`config.mk`:
```
export PLATFORM = sky130hd
export DESIGN_NAME = btb_write_scheduler
export DESIGN_NICKNAME = d
export VERILOG_FILES = /design/src/rtl/btb_write_scheduler.sv
export SDC_FILE = /design/constraint.sdc
export NUM_CORES = 1
export LEC_CHECK = 0
export ABC_AREA = 1
export CAP_MARGIN = 20
export CORE_MARGIN = 2
export CORE_UTILIZATION = 48
export DETAILED_ROUTE_END_ITERATION = 8
export PLACE_DENSITY = 0.72
export SETUP_SLACK_MARGIN = 0.4
export SLEW_MARGIN = 30
export SYNTH_ARGS = -nofsm -noshare
export SYNTH_HDL_FRONTEND = slang
export SYNTH_SLANG_ARGS = --single-unit
```
`constraint.sdc`:
```
create_clock -name i_clk -period 3.3 [get_ports i_clk]
set_input_delay 0.66 -clock i_clk [delete_from_list [all_inputs] [get_ports i_clk]]
set_output_delay 0.66 -clock i_clk [all_outputs]
set_load 0.03 [all_outputs]
```
`src/rtl/btb_write_scheduler.sv`:
```
// btb_write_scheduler
//   Arbitrates the single BTB write port between EX-stage resolve updates and
//   whole-table invalidate sweeps. A sweep runs automatically after reset and
//   on i_inval_req. Updates that arrive during a sweep are buffered in a small
//   FIFO and drained once the sweep completes. Prediction use is gated while
//   the table is being cleared.
// Ports
//   i_clk, i_rst             clock (rising edge), synchronous active-high reset
//   i_upd_valid/idx/data     update request; accepted when valid & o_upd_ready
//   o_upd_ready              FIFO has room (combinational from the FIFO count)
//   o_upd_drop               1-cycle pulse: an accepted update was discarded
//   i_inval_req              request a full-table invalidate
//   o_inval_busy             sweep in progress
//   o_inval_done             1-cycle pulse on the first idle cycle after a sweep
//   o_pred_en                BTB contents usable for prediction
//   o_wr_en/idx/data         registered BTB write port
module btb_write_scheduler #(
  parameter int unsigned IDX_W  = 11,
  parameter int unsigned DATA_W = 17,
  parameter int unsigned DEPTH  = 4
) (
  input  logic              i_clk,
  input  logic              i_rst,
  input  logic              i_upd_valid,
  input  logic [IDX_W-1:0]  i_upd_idx,
  input  logic [DATA_W-1:0] i_upd_data,
  output logic              o_upd_ready,
  output logic              o_upd_drop,
  input  logic              i_inval_req,
  output logic              o_inval_busy,
  output logic              o_inval_done,
  output logic              o_pred_en,
  output logic              o_wr_en,
  output logic [IDX_W-1:0]  o_wr_idx,
  output logic [DATA_W-1:0] o_wr_data
);

  localparam int unsigned PTR_W = (DEPTH > 1) ? $clog2(DEPTH) : 1;
  localparam logic [PTR_W:0] DEPTH_C = (PTR_W+1)'(DEPTH);

  typedef enum logic {
    ST_IDLE,
    ST_SWEEP
  } state_e;

  typedef struct packed {
    logic [IDX_W-1:0]  idx;
    logic [DATA_W-1:0] data;
  } entry_t;

  state_e            state_q, state_d;
  logic [IDX_W-1:0]  sweep_cnt_q, sweep_cnt_d;
  // Set once the last index has been written; the following SWEEP cycle
  // issues no write and hands over to IDLE.
  logic              sweep_wrap_q, sweep_wrap_d;

  entry_t            fifo_mem_q [DEPTH];
  entry_t            fifo_mem_d [DEPTH];
  logic [PTR_W-1:0]  rd_ptr_q, rd_ptr_d;
  logic [PTR_W-1:0]  wr_ptr_q, wr_ptr_d;
  logic [PTR_W:0]    count_q, count_d;

  logic              wr_en_q, wr_en_d;
  logic [IDX_W-1:0]  wr_idx_q, wr_idx_d;
  logic [DATA_W-1:0] wr_data_q, wr_data_d;
  logic              inval_done_q, inval_done_d;
  logic              upd_drop_q, upd_drop_d;
  logic              pred_en_q, pred_en_d;

  logic              upd_acc;
  logic              fifo_empty;
  logic              do_enq;
  logic              do_deq;
  logic              do_flush;
  entry_t            head;
  entry_t            new_entry;

  assign o_upd_ready  = (count_q < DEPTH_C);
  assign upd_acc      = i_upd_valid && o_upd_ready;
  assign fifo_empty   = (count_q == '0);
  assign head         = fifo_mem_q[rd_ptr_q];
  assign new_entry    = '{idx: i_upd_idx, data: i_upd_data};

  always_comb begin
    state_d      = state_q;
    sweep_cnt_d  = sweep_cnt_q;
    sweep_wrap_d = sweep_wrap_q;
    wr_en_d      = 1'b0;
    wr_idx_d     = wr_idx_q;
    wr_data_d    = wr_data_q;
    inval_done_d = 1'b0;
    upd_drop_d   = 1'b0;
    do_enq       = 1'b0;
    do_deq       = 1'b0;
    do_flush     = 1'b0;

    if (state_q == ST_SWEEP) begin
      // Updates are buffered for the whole sweep; a new invalidate request
      // is absorbed by the sweep already running.
      do_enq = upd_acc;
      if (sweep_wrap_q) begin
        state_d      = ST_IDLE;
        sweep_wrap_d = 1'b0;
        inval_done_d = 1'b1;
      end else begin
        wr_en_d     = 1'b1;
        wr_idx_d    = sweep_cnt_q;
        wr_data_d   = '0;
        sweep_cnt_d = sweep_cnt_q + 1'b1;
        if (sweep_cnt_q == '1) begin
          sweep_wrap_d = 1'b1;
        end
      end
    end else begin
      if (i_inval_req) begin
        state_d      = ST_SWEEP;
        sweep_cnt_d  = '0;
        sweep_wrap_d = 1'b0;
        do_flush     = 1'b1;
        upd_drop_d   = upd_acc;
      end else if (!fifo_empty) begin
        do_deq    = 1'b1;
        do_enq    = upd_acc;
        wr_en_d   = 1'b1;
        wr_idx_d  = head.idx;
        wr_data_d = head.data;
      end else if (upd_acc) begin
        wr_en_d   = 1'b1;
        wr_idx_d  = i_upd_idx;
        wr_data_d = i_upd_data;
      end
    end

    pred_en_d = (state_d == ST_IDLE);
  end

  always_comb begin
    fifo_mem_d = fifo_mem_q;
    rd_ptr_d   = rd_ptr_q;
    wr_ptr_d   = wr_ptr_q;
    count_d    = count_q;
    if (do_flush) begin
      rd_ptr_d = '0;
      wr_ptr_d = '0;
      count_d  = '0;
    end else begin
      if (do_enq) begin
        fifo_mem_d[wr_ptr_q] = new_entry;
        wr_ptr_d             = wr_ptr_q + 1'b1;
      end
      if (do_deq) begin
        rd_ptr_d = rd_ptr_q + 1'b1;
      end
      case ({do_enq, do_deq})
        2'b10:   count_d = count_q + 1'b1;
        2'b01:   count_d = count_q - 1'b1;
        default: count_d = count_q;
      endcase
    end
  end

  always_ff @(posedge i_clk) begin
    if (i_rst) begin
      state_q      <= ST_SWEEP;
      sweep_cnt_q  <= '0;
      sweep_wrap_q <= 1'b0;
      rd_ptr_q     <= '0;
      wr_ptr_q     <= '0;
      count_q      <= '0;
      wr_en_q      <= 1'b0;
      wr_idx_q     <= '0;
      wr_data_q    <= '0;
      inval_done_q <= 1'b0;
      upd_drop_q   <= 1'b0;
      pred_en_q    <= 1'b0;
    end else begin
      state_q      <= state_d;
      sweep_cnt_q  <= sweep_cnt_d;
      sweep_wrap_q <= sweep_wrap_d;
      rd_ptr_q     <= rd_ptr_d;
      wr_ptr_q     <= wr_ptr_d;
      count_q      <= count_d;
      wr_en_q      <= wr_en_d;
      wr_idx_q     <= wr_idx_d;
      wr_data_q    <= wr_data_d;
      inval_done_q <= inval_done_d;
      upd_drop_q   <= upd_drop_d;
      pred_en_q    <= pred_en_d;
    end
  end

  // Storage only; validity is tracked by the pointers and count.
  always_ff @(posedge i_clk) begin
    fifo_mem_q <= fifo_mem_d;
  end

  assign o_inval_busy = (state_q == ST_SWEEP);
  assign o_inval_done = inval_done_q;
  assign o_upd_drop   = upd_drop_q;
  assign o_pred_en    = pred_en_q;
  assign o_wr_en      = wr_en_q;
  assign o_wr_idx     = wr_idx_q;
  assign o_wr_data    = wr_data_q;

endmodule

```
# Word level (Yosys, flattened, before mapping)
# Index checks and enable logic that the tools add are counted.
[totals]
reg_bits = 164
output_inout_bits = 34
wordCells = 91
[classes]
n_addsub = 5
magnitude_cmp = 4
eq_ne = 6
n_mux = 39
n_bitwise = 6
n_reduce_logical = 11
[ops]
columns = ["operator", "n"]
rows = [
  ["112-bit bitwise mux", 1],
  ["11-bit two-way mux", 8],
  ["17-bit two-way mux", 5],
  ["28-bit two-way mux", 3],
  ["28-bit binary-select mux with 2-bit select", 1],
  ["28-bit demux with 2-bit select", 1],
  ["1-bit two-way mux", 19],
  ["11-bit by 1-bit adder with 11-bit output (second input constant)", 1],
  ["11-bit == test (second input constant)", 1],
  ["3-bit >= comparator (second input constant)", 2],
  ["2-bit NOT with 3-bit output", 2],
  ["3-bit one-hot mux with 2 select lines", 1],
  ["2-bit by 1-bit adder with 2-bit output (second input constant)", 2],
  ["1-bit NOT", 4],
  ["2-bit AND reduction", 2],
  ["2-bit nonzero test", 2],
  ["2-bit OR reduction", 2],
  ["3-bit by 1-bit adder with 3-bit output (second input constant)", 1],
  ["3-bit logical NOT", 1],
  ["3-bit by 1-bit less-than comparator with 1-bit output (second input constant)", 1],
  ["3-bit less-than comparator (second input constant)", 1],
  ["3-bit inequality test (second input constant)", 1],
  ["3-bit AND reduction", 1],
  ["3-bit OR reduction", 1],
  ["other kinds (6)", 7],
]

# Longest topological paths before layout
# Gate-level depths: netlist of run 1.
[depth]
depth_word = 7
mapped_depth = 12

# Least setup slack after synthesis of run 1
# OpenSTA, ideal clock, no wires.
[synth_timing]
path_kind = "input -> register"
from = "input i_inval_req"
to = "register fifo_mem_q[0] (netlist name), enable pin"
setup_ns = 0.413
t_arrival_ns = 2.345
slack_ns = 0.542
cell_stages = 5
path_cell_list = "nor2_4 -> nand2_4 -> nand2_1 -> nand2_1 -> nor2_1"
[synth_between]
elab_chain_cells = 4
word_cells_on_any_way = 6
cone_classes = "mux (4); bitwise (1); reduce/logical (1)"
[synth_lines]
columns = ["element", "line", "source"]
rows = [
  ["start, declared", "29", "input logic i_inval_req,"],
  ["1-bit two-way mux", "115", "if (i_inval_req) begin"],
  ["1-bit two-way mux", "97", "if (state_q == ST_SWEEP) begin"],
  ["1-bit NOT (no line)", "--", ""],
  ["2-bit AND reduction (no line) (*)", "--", ""],
  ["end signal, assigned", "194", "fifo_mem_q <= fifo_mem_d;"],
  ["end, declared", "57", "entry_t fifo_mem_q [DEPTH];"],
]
# Mark *: on every way between the ends. The rest lies on a longest branch, timed or not.
# A chain may end at the register's enable or synchronous reset.

# Worst setup path after layout of run 1
[layout_timing]
from = "input i_inval_req"
to = "register count_q[2]"
[layout_between]
elab_chain_cells = 4
word_cells_on_any_way = 11
cone_classes = "eq/ne (2); mux (7); reduce/logical (2)"
[layout_lines]
columns = ["element", "line", "source"]
rows = [
  ["1-bit two-way mux", "115", ""],
  ["1-bit two-way mux", "97", ""],
  ["2-bit by 1-bit == test with 1-bit output / 2-bit == test (equally long branches)", "154", "case ({do_enq, do_deq})"],
  ["3-bit one-hot mux with 2 select lines / 2-bit nonzero test (equally long branches)", "--", ""],
  ["end signal, assigned", "182", "count_q <= count_d;"],
  ["end, declared", "61", "logic [PTR_W:0] count_q, count_d;"],
]
# Several ways; a longest one is shown, not always the timed one.

==> results of run 1 <==
## layout make-up
cell class | count | area, um^2 | area share, %
tap | 184 | 230 | 2.72
clock buffer | 20 | 457 | 5.39
clock inverter | 12 | 151 | 1.79
inverter | 102 | 383 | 4.52
multi-input combinational | 448 | 2100 | 24.8
sequential | 164 | 4410 | 52.0
timing repair buffer | 78 | 748 | 8.83
## worst max-delay path: stages
cell             delay [ns]
clkdlybuf4s50_1        0.56
nor2_4                 0.08
nand2_4                0.18
nand2_1                0.12
nand2_1                0.11
ha_1                   0.15
inv_1                  0.08
fa_1                   0.40
a21oi_1                0.15
o21ai_0                0.12
o21ai_1                0.13
a21oi_1                0.05
## cells by family after synthesis
family          share of synthesized area (%)
simple gates                             22.9
compound gates                           5.20
xor+xnor                                0.124
flops                                    62.5
buf+inv                                  7.95
fa+ha+maj                                1.35
## where the power goes
group | switching (mW) | internal, mW | leakage, nW
registers | 0.0211 | 2.26 | 1.45
clock network | 0.782 | 1.23 | 0.298
logic | 0.157 | 0.0914 | 1.72
## state kept, by name, summed over array words and instances, names as in the netlist
| signal | cells |
|---|---|
| fifo_mem_q | 112 |
| sweep_cnt_q | 11 |
| o_wr_en | 1 |
| rd_ptr_q | 2 |
| count_q | 3 |
| o_inval_busy | 1 |
| o_wr_data | 17 |
| o_inval_done | 1 |
| wr_ptr_q | 2 |
| o_upd_drop | 1 |
| o_pred_en | 1 |
| sweep_wrap_q | 1 |
| o_wr_idx | 11 |
## through the flow
stage / cell area (um^2) / utilization (%) / worst slack (ns) / total power [mW]
final: 8470 / 58.8 / 0.820 / 4.55
after global routing: 8470 / 58.8 / 0.682 / 4.68
after CTS: 8470 / 58.8 / 0.845 / 4.57
after detailed placement: 7870 / 54.5 / 0.405 / 2.58
after global placement: 7870 / 54.5 / 0.459 / 2.57
after floorplan: 7050 / - / 0.542 / 2.46
## per-layer routing
| layer | routed length, um | part of all wire [%] | up-vias | track usage [%] |
|---|---|---|---|---|
| met1 | 6520 | 43 | 2431 | 25.5 |
| met3 | 801 | 5.3 | 27 | 4.54 |
| met4 | 308 | 2.0 | 0 | 7.65 |
| met2 | 7480 | 49 | 150 | 33.4 |
| met5 | 0 | 0 | - | 0 |
| li1 | - | - | 2565 | - |
## synthesized netlist by cell type, types with 2 or more instances
master and n:
a21oi_1 23, buf_4 2, nand2_2 4, nand4_1 11
o21ai_0 17, dfxtp_1 52, o21ai_1 3, clkbuf_1 11
nor3_1 4, inv_1 101, nand2_4 2, edfxtp_1 112
nor2_1 25, buf_2 19, buf_6 2, nand2_1 251
ha_1 6, o211ai_1 17, nand3_1 75
## final timing paths
check	from	cells after the start	to
worst max-delay path	i_inval_req	12	count_q[2]$_SDFFE_PP0P_
worst min-delay path	o_wr_data[7]$_SDFFE_PP0P_	2	o_wr_data[7]$_SDFFE_PP0P_
worst max register to register	o_inval_busy$_SDFF_PP1_	12	count_q[2]$_SDFFE_PP0P_
worst min register to register	o_wr_data[7]$_SDFFE_PP0P_	2	o_wr_data[7]$_SDFFE_PP0P_
==> reports/qor.yml, run 1 <==
detailed_routing:
  drt_iter0_markers: 383
  routed_wl_um: 15100
  vias_per_cell: 5.13
  drcViolationCount: 0
  vias: 5173
  wl_per_cell_um: 15.0
  first_pass_iters: 4
  ant_nets: 0
global_routing:
  track_usage_pct: 20.0
  grt_max_degree: 58
  grt-ovfl-total: 0
  grt_pass1_vias: 5061
  grt_pass1_wl_um: 24800
  antenna_found_initial: 0
yosys:
  synth_area_leaders: "edfxtp_1, dfxtp_1, nand2_1"
  synth_ff_type: "edfxtp_1"
  syn_avg_cell_area_um2: 9.41
  synth_cell_types: 31
  ys_warn_count: 0
  syn_nets: 788
  synth_edf_count: 112
  synthCells: 749
  async_reset_ff_share_pct: 0
  seq_area_frac_synth_pct: 62.5
  ys_ff_latch: 164
  synth_area_mm2: 0.00705
  yosys.area.top_type: "edfxtp_1"
  netlist.area_leader.share_pct: 47.7
clock_tree:
  numCtsBuffers: 17
  ctsHoldBuffers: 0
  post_cts_buffers: 0
  clk_path_buf_depth: 2
  clk_latency_ns: 0.42
  clock-sinks: 164
  cts_tree: "done"
  clockRootBuffer: "clkbuf_16"
  htreeDepth: 4
  ctsResizeCount: 0
  path_clk_slew_ns: 0.06
setup_path:
  worst-path-max-fanout: 15
  critPathCaptureType: "flip-flop"
  r2r_setup_slack_ns: 1.09
  required_ns: 3.60
  start_kind: "primary input"
  critPathArrivalTime_ns: 2.78
  critPathKind: "primary input to flip-flop"
power_and_ir_drop:
  power.density_mw_per_mm2: 537
  leakagePower_nw: 3.47
  peakVddDrop_v: 0.000374
worst_hold_path:
  hold_class: "flip-flop to flip-flop"
status:
  status: "completed"
timing:
  fin_setup_tns_ns: 0
  skew_ns: 0.00657
  hold_violations: 0
  min_period_ns: 2.48
  timing.hold.ws_ns: 0.454
  setup_viol: 0
  post-route-period-util_pct: 75.1
  worst_slew_pin_slew_ns: 0.787
  drv_slew: 0
  max-slew-margin-rel_pct: 47.5
  rsz0062_at_grt: "no"
  fmax_mhz: 403
final_layout:
  final_common_cell: "nand2_1"
  antenna_cells: 0
  num-nets-final: 850
  fin_cells: 1008
  fill_cells: 1222
  drive_gt1_share_pct: 7.65
  syn_to_final_growth_pct: 20.2
  mostFrequentLayoutCells: "nand2_1, edfxtp_1, inv_1"
floorplanning:
  ios: 66
  start_util_pct: 48.9
  die_x_um: 125
  core_area_mm2: 0.0144
  die_area_mm2: 0.0157
  std_cell_rows: 44
  die_h_um: 125
place:
  gp_congestion: 0.854
  port_buffers: 65
  dp_cells: 976
  hpwl_um: 9550
job:
  max_cap_viol_count: 0
(Power assumes the default switching activity.)
==> run 2: changes to the inputs <==
--- a/config.mk
+++ b/config.mk
@@ -10,7 +10,7 @@
 export CORE_MARGIN = 2
 export CORE_UTILIZATION = 48
 export DETAILED_ROUTE_END_ITERATION = 8
-export PLACE_DENSITY = 0.72
+export PLACE_DENSITY = 0.74
 export SETUP_SLACK_MARGIN = 0.4
 export SLEW_MARGIN = 30
 export SYNTH_ARGS = -nofsm -noshare
==> constraint.sdc (replaced) <==
create_clock -name i_clk -period 2 [get_ports i_clk]
set_input_delay 0.4 -clock i_clk [delete_from_list [all_inputs] [get_ports i_clk]]
set_output_delay 0.4 -clock i_clk [all_outputs]
set_load 0.03 [all_outputs]
==> run 2 against run 1 <==
Effect of this change:
- hold slack got worse by 0.0036 ns
- sequential share of layout area fell by 1.9 points
- highest routed layer unchanged
- sequential cell count did not move
- die area did not move
- worst setup slack got worse by 0.62 ns
- total power rose by 63%
- cell area rose by 3.9%
- sequential power rose by 65%
- clock power rose by 58%
- largest cell class unchanged
- critical path depth did not move
- register-to-register slack got worse by 0.89 ns
==> reports/qor.yml, run 2 (synthesis gave the netlist of run 1 again) <==
detailed_routing:
  vias: 5233
  vias_per_cell: 5.07
  first_pass_iters: 5
  drt_iter0_markers: 400
  ant_nets: 0
  drcViolationCount: 0
  routed_wl_um: 15400
  wl_per_cell_um: 14.9
global_routing:
  track_usage_pct: 20.6
  antenna_found_initial: 0
  grt-ovfl-total: 0
  grt_pass1_vias: 5107
  grt_max_degree: 57
  grt_pass1_wl_um: 25200
setup_path:
  r2r_setup_slack_ns: 0.20
  critPathArrivalTime_ns: 2.11
  worst-path-max-fanout: 3
  start_kind: "flip-flop"
  required_ns: 2.31
  critPathKind: "flip-flop to flip-flop"
  critPathCaptureType: "flip-flop"
final_layout:
  multiInputGateArea_mm2: 0.00218
  syn_to_final_growth_pct: 24.9
  regMostFlops: "fifo_mem_q"
  largest_register_ffs: 112
  fill_cells: 1158
  num-nets-final: 874
  utilization_pct: 61.1
  fin_area_mm2: 0.00881
  antenna_cells: 0
  final_common_cell: "nand2_1"
  mostFrequentLayoutCells: "nand2_1, edfxtp_1, inv_1"
  regArea_mm2: 0.00441
  fin_cells: 1032
  drive_gt1_share_pct: 11.8
worst_hold_path:
  hold_class: "flip-flop to flip-flop"
job:
  max_cap_viol_count: 0
timing:
  post-route-period-util_pct: 89.9
  setup_viol: 0
  max-slew-margin-rel_pct: 72.2
  fmax_mhz: 556
  drv_slew: 0
  worst_slew_pin_slew_ns: 0.417
  skew_ns: 0.00715
  hold_violations: 0
  rsz0062_at_grt: "yes"
  min_period_ns: 1.80
power_and_ir_drop:
  p_int_mw: 5.76
  p_seq_share_pct: 50.9
  leakagePower_nw: 3.70
  peakVddDrop_v: 0.000678
  totalPowerFinal_mw: 7.41
  pwr-share-clk_pct: 42.9
  switching_share_pct: 22.2
  power.density_mw_per_mm2: 841
  p_switching_mw: 1.65
  power_frac_comb_pct: 6.2
place:
  hpwl_um: 9590
  dp_cells: 995
  gp_congestion: 0.817
  port_buffers: 65
  dpl-instance-area_mm2: 0.00820
floorplanning:
  die_h_um: 125
  core_area_mm2: 0.0144
  ios: 66
  std_cell_rows: 44
  die_area_mm2: 0.0157
  start_util_pct: 48.9
  die_x_um: 125
clock_tree:
  clk_latency_ns: 0.43
  clockRootBuffer: "clkbuf_16"
  clk_path_buf_depth: 2
  numCtsBuffers: 17
  htreeDepth: 4
  clock-sinks: 164
  path_clk_slew_ns: 0.06
  cts_tree: "done"
status:
  status: "completed"
run 2: cell types whose count changed in the layout (fill, tap and decap cells not counted), moves of 3 or more:
cell,before,now
dfxtp_1,51,47
buf_4,13,26
clkdlybuf4s15_1,0,14
clkdlybuf4s50_1,65,30
dlygate4sd2_1,0,19
nor2_2,5,1
nand2_4,2,5
dfxtp_2,1,4
nor2_4,1,6
buf_12,0,9
run 2: what timing repair did:
| action | 4_1_cts | 5_1_grt |
|---|---|---|
| setup buffers | 4 | 1 |
| endpoints found under the setup margin | 148 | 109 |
| hold buffers | 0 | 0 |
| pin swaps | 1 | 3 |
| endpoints found under the hold margin | 0 | 0 |
| gates resized for setup | 42 | 17 |
run 2: critical path, cell delays in order (launching register included):
cell and delay, ns:
dfxtp_2 0.34, nor2_4 0.14, nand2_4 0.08, nand2_4 0.08, nand2_4 0.07, nand2_8 0.07, ha_4 0.12, inv_2 0.04
fa_2 0.34, a21oi_2 0.14, o21ai_1 0.09, o21ai_1 0.13, a21oi_1 0.05
run 2: final timing paths:
| path | from | end | cells past startpoint |
|---|---|---|---|
| worst max register to register | count_q[1]$_SDFFE_PP0P_ | count_q[2]$_SDFFE_PP0P_ | 12 |
| worst max-delay path | count_q[1]$_SDFFE_PP0P_ | count_q[2]$_SDFFE_PP0P_ | 12 |
| worst min register to register | o_wr_data[10]$_SDFFE_PP0P_ | o_wr_data[10]$_SDFFE_PP0P_ | 2 |
| worst min-delay path | o_wr_data[10]$_SDFFE_PP0P_ | o_wr_data[10]$_SDFFE_PP0P_ | 2 |
run 2: power groups by stage:
stage               combinational (mW)  clock (mW)  sequential [mW]
detailed placement               0.454           0             3.84
finish                           0.461        3.18             3.77
global placement                 0.441           0             3.84
global route                     0.511        3.38             3.78
floorplan                        0.238           0             3.84
CTS                              0.457        3.21             3.77
run 2: layout make-up:
class,count,area share (%)
sequential,164,50.1
multi-input combinational,448,24.7
timing repair buffer,102,11.6
clock buffer,18,4.87
inverter,102,4.38
tap,184,2.61
clock inverter,14,1.70
run 2: per-layer routing:
| metal | GRT usage, % | share of wire [%] | up-vias |
|---|---|---|---|
| li1 | - | - | 2620 |
| met1 | 26.1 | 43 | 2443 |
| met2 | 34.1 | 49 | 145 |
| met3 | 5.13 | 5.4 | 25 |
| met4 | 8.30 | 2.2 | 0 |
| met5 | 0 | 0 | - |
run 2: per-stage QoR:
| stage | hold slack, ns | setup TNS [ns] | worst slack, ns |
|---|---|---|---|
| after global placement | 0.439 | -11.10 | -0.214 |
| after detailed placement | 0.441 | -15.55 | -0.257 |
| final | 0.451 | 0 | 0.202 |
| after floorplan | 0.439 | 0 | 0.225 |
| after global routing | 0.470 | 0 | 0.146 |
| after CTS | 0.453 | 0 | 0.267 |
==> run 3: changes to the inputs <==
--- a/config.mk
+++ b/config.mk
@@ -6,11 +6,13 @@
 export NUM_CORES = 1
 export LEC_CHECK = 0
 export ABC_AREA = 1
-export CAP_MARGIN = 20
+export CAP_MARGIN = 25
+export CELL_PAD_IN_SITES_DETAIL_PLACEMENT = 0
+export CELL_PAD_IN_SITES_GLOBAL_PLACEMENT = 1
 export CORE_MARGIN = 2
-export CORE_UTILIZATION = 48
+export CORE_UTILIZATION = 40
 export DETAILED_ROUTE_END_ITERATION = 8
-export PLACE_DENSITY = 0.74
+export PLACE_DENSITY = 0.79
 export SETUP_SLACK_MARGIN = 0.4
 export SLEW_MARGIN = 30
 export SYNTH_ARGS = -nofsm -noshare
==> run 3 against run 2 <==
Effect of this change:
- fmax grew 3.4%
- clock skew up 0.0043 ns
- worst setup slack better by 0.059 ns
- hold slack worse by 0.0054 ns
- total power fell by 1.3%
- sequential share of layout area shrank 0.67 points
- cell area rose by 1.3%
- count of clock-buffer cells in the layout stayed put
==> reports/qor.yml, run 3 (synthesis gave the netlist of run 1 again) <==
status:
  status: "completed"
setup_path:
  cpPeakStageDelay_ns: 0.34
  critPathArrivalTime_ns: 2.05
  critPathKind: "flip-flop to flip-flop"
  crit_buf_inv: 1
  required_ns: 2.31
  start_kind: "flip-flop"
  worst-path-max-fanout: 3
  critPathCaptureType: "flip-flop"
  path_cells: "nor2_4, nand2_4, nand2_4, nand2_4, nand2_8, ha_4, inv_2, fa_2, a21oi_2, o21ai_1, o21ai_1, a21oi_1"
  path_delay_family: "adder cells"
  crit_slowest_cell: "dfxtp_2"
  crit_top_cell: "nand2_4"
floorplanning:
  std_cell_rows: 48
  ios: 66
  core_area_mm2: 0.0172
  die_area_mm2: 0.0187
  die_h_um: 137
  start_util_pct: 40.9
  die_x_um: 137
detailed_routing:
  wl_per_cell_um: 15.1
  routed_wl_um: 16300
  vias_per_cell: 4.82
  wl_met1_um: 7300
  ant_nets: 0
  drt_iter0_markers: 376
  met2WireLength_um: 8030
  wl_met3_um: 704
  highest_layer: "met4"
  first_pass_iters: 5
  vias: 5211
  drcViolationCount: 0
timing:
  setup_viol: 0
  hold_violations: 0
  rsz0062_at_grt: "yes"
  skew_ns: 0.0114
  worst_slew_pin_slew_ns: 0.619
  max-slew-margin-rel_pct: 58.7
  fmax_mhz: 575
  post-route-period-util_pct: 87.0
  setup_slack_ns: 0.261
  drv_slew: 0
  min_period_ns: 1.74
worst_hold_path:
  hold_class: "flip-flop to flip-flop"
global_routing:
  antenna_found_initial: 0
  grt_pass1_vias: 5033
  grt_pass1_wl_um: 25800
  grt_max_degree: 57
  track_usage_pct: 18.3
  grt-ovfl-total: 0
place:
  port_buffers: 65
  post-place-ws_ns: -0.311
  gp_congestion: 0.812
  dpl-instance-area_mm2: 0.00831
  hpwl_um: 10400
power_and_ir_drop:
  p_seq_share_pct: 51.5
  totalPowerFinal_mw: 7.32
  power_frac_comb_pct: 6.4
  p_switching_mw: 1.67
  peakVddDrop_v: 0.000520
  p_int_mw: 5.65
  pwr-share-clk_pct: 42.1
  switching_share_pct: 22.8
  leakagePower_nw: 3.76
  power.density_mw_per_mm2: 820
final_layout:
  antenna_cells: 0
  syn_to_final_growth_pct: 26.6
  utilization_pct: 51.8
  num-nets-final: 882
  regMostFlops: "fifo_mem_q"
  largest_register_ffs: 112
  fin_area_mm2: 0.00893
  drive_gt1_share_pct: 13.2
  mostFrequentLayoutCells: "nand2_1, edfxtp_1, inv_1"
  final_common_cell: "nand2_1"
clock_tree:
  clock-sinks: 164
  clk_latency_ns: 0.43
  path_clk_slew_ns: 0.06
  clockRootBuffer: "clkbuf_16"
  numCtsBuffers: 17
  htreeDepth: 4
  cts_tree: "done"
  clk_path_buf_depth: 2
  ctsHoldBuffers: 0
job:
  max_cap_viol_count: 0
## run 3: routing by layer
metal / global-route usage (%) / up-vias
met1: 23.6 / 2463
met5: 0 / -
met2: 30.8 / 108
met3: 3.63 / 16
met4: 5.96 / 0
li1: - / 2624
## run 3: area by class of cell
class                           instances  area (um^2)
Clock buffer                           18          429
Clock inverter                         14          128
Fill cell                            1538         8310
Inverter                              102          385
Multi-Input combinational cell        448         2180
Sequential cell                       164         4410
Tap cell                              225          282
Timing Repair Buffer                  110         1110
## run 3: what timing repair did
action / in CTS / in global routing
buffers inserted: 5 / 1
pin swaps: 1 / 2
gates resized for setup: 45 / 14
setup endpoints to repair: 149 / 55
cloned: 1 / 0
## run 3: metrics by stage
stage | hold slack, ns | instances | TNS [ns]
finish | 0.445 | 1081 | 0
CTS | 0.450 | 1080 | 0
global placement | 0.440 | 1042 | -16.80
floorplan | 0.439 | 749 | 0
detailed placement | 0.438 | 1042 | -19.78
global route | 0.468 | 1081 | 0
## run 3: power by group through the flow
stage                     combinational, mW  sequential, mW  clock, mW
final                                 0.471            3.77       3.08
after global routing                  0.522            3.78       3.26
after CTS                             0.475            3.77       3.13
after detailed placement              0.473            3.84          0
after global placement                0.465            3.84          0
after floorplan                       0.238            3.84          0
## run 3: path summary, 6_finish.rpt
check	start	endpoint	slack, ns	depth (start not counted)
max reg2reg	count_q[1]$_SDFFE_PP0P_	count_q[2]$_SDFFE_PP0P_	0.26	12
max	count_q[1]$_SDFFE_PP0P_	count_q[2]$_SDFFE_PP0P_	0.26	12
min reg2reg	o_wr_data[7]$_SDFFE_PP0P_	o_wr_data[7]$_SDFFE_PP0P_	0.45	2
min	o_wr_data[7]$_SDFFE_PP0P_	o_wr_data[7]$_SDFFE_PP0P_	0.45	2
## run 3: tightest hold or removal path, delay by kind of cell (launching register included)
family | cells | cell delay, ns
flip-flops | 1 | 0.30
AND/OR/NAND/NOR | 2 | 0.10
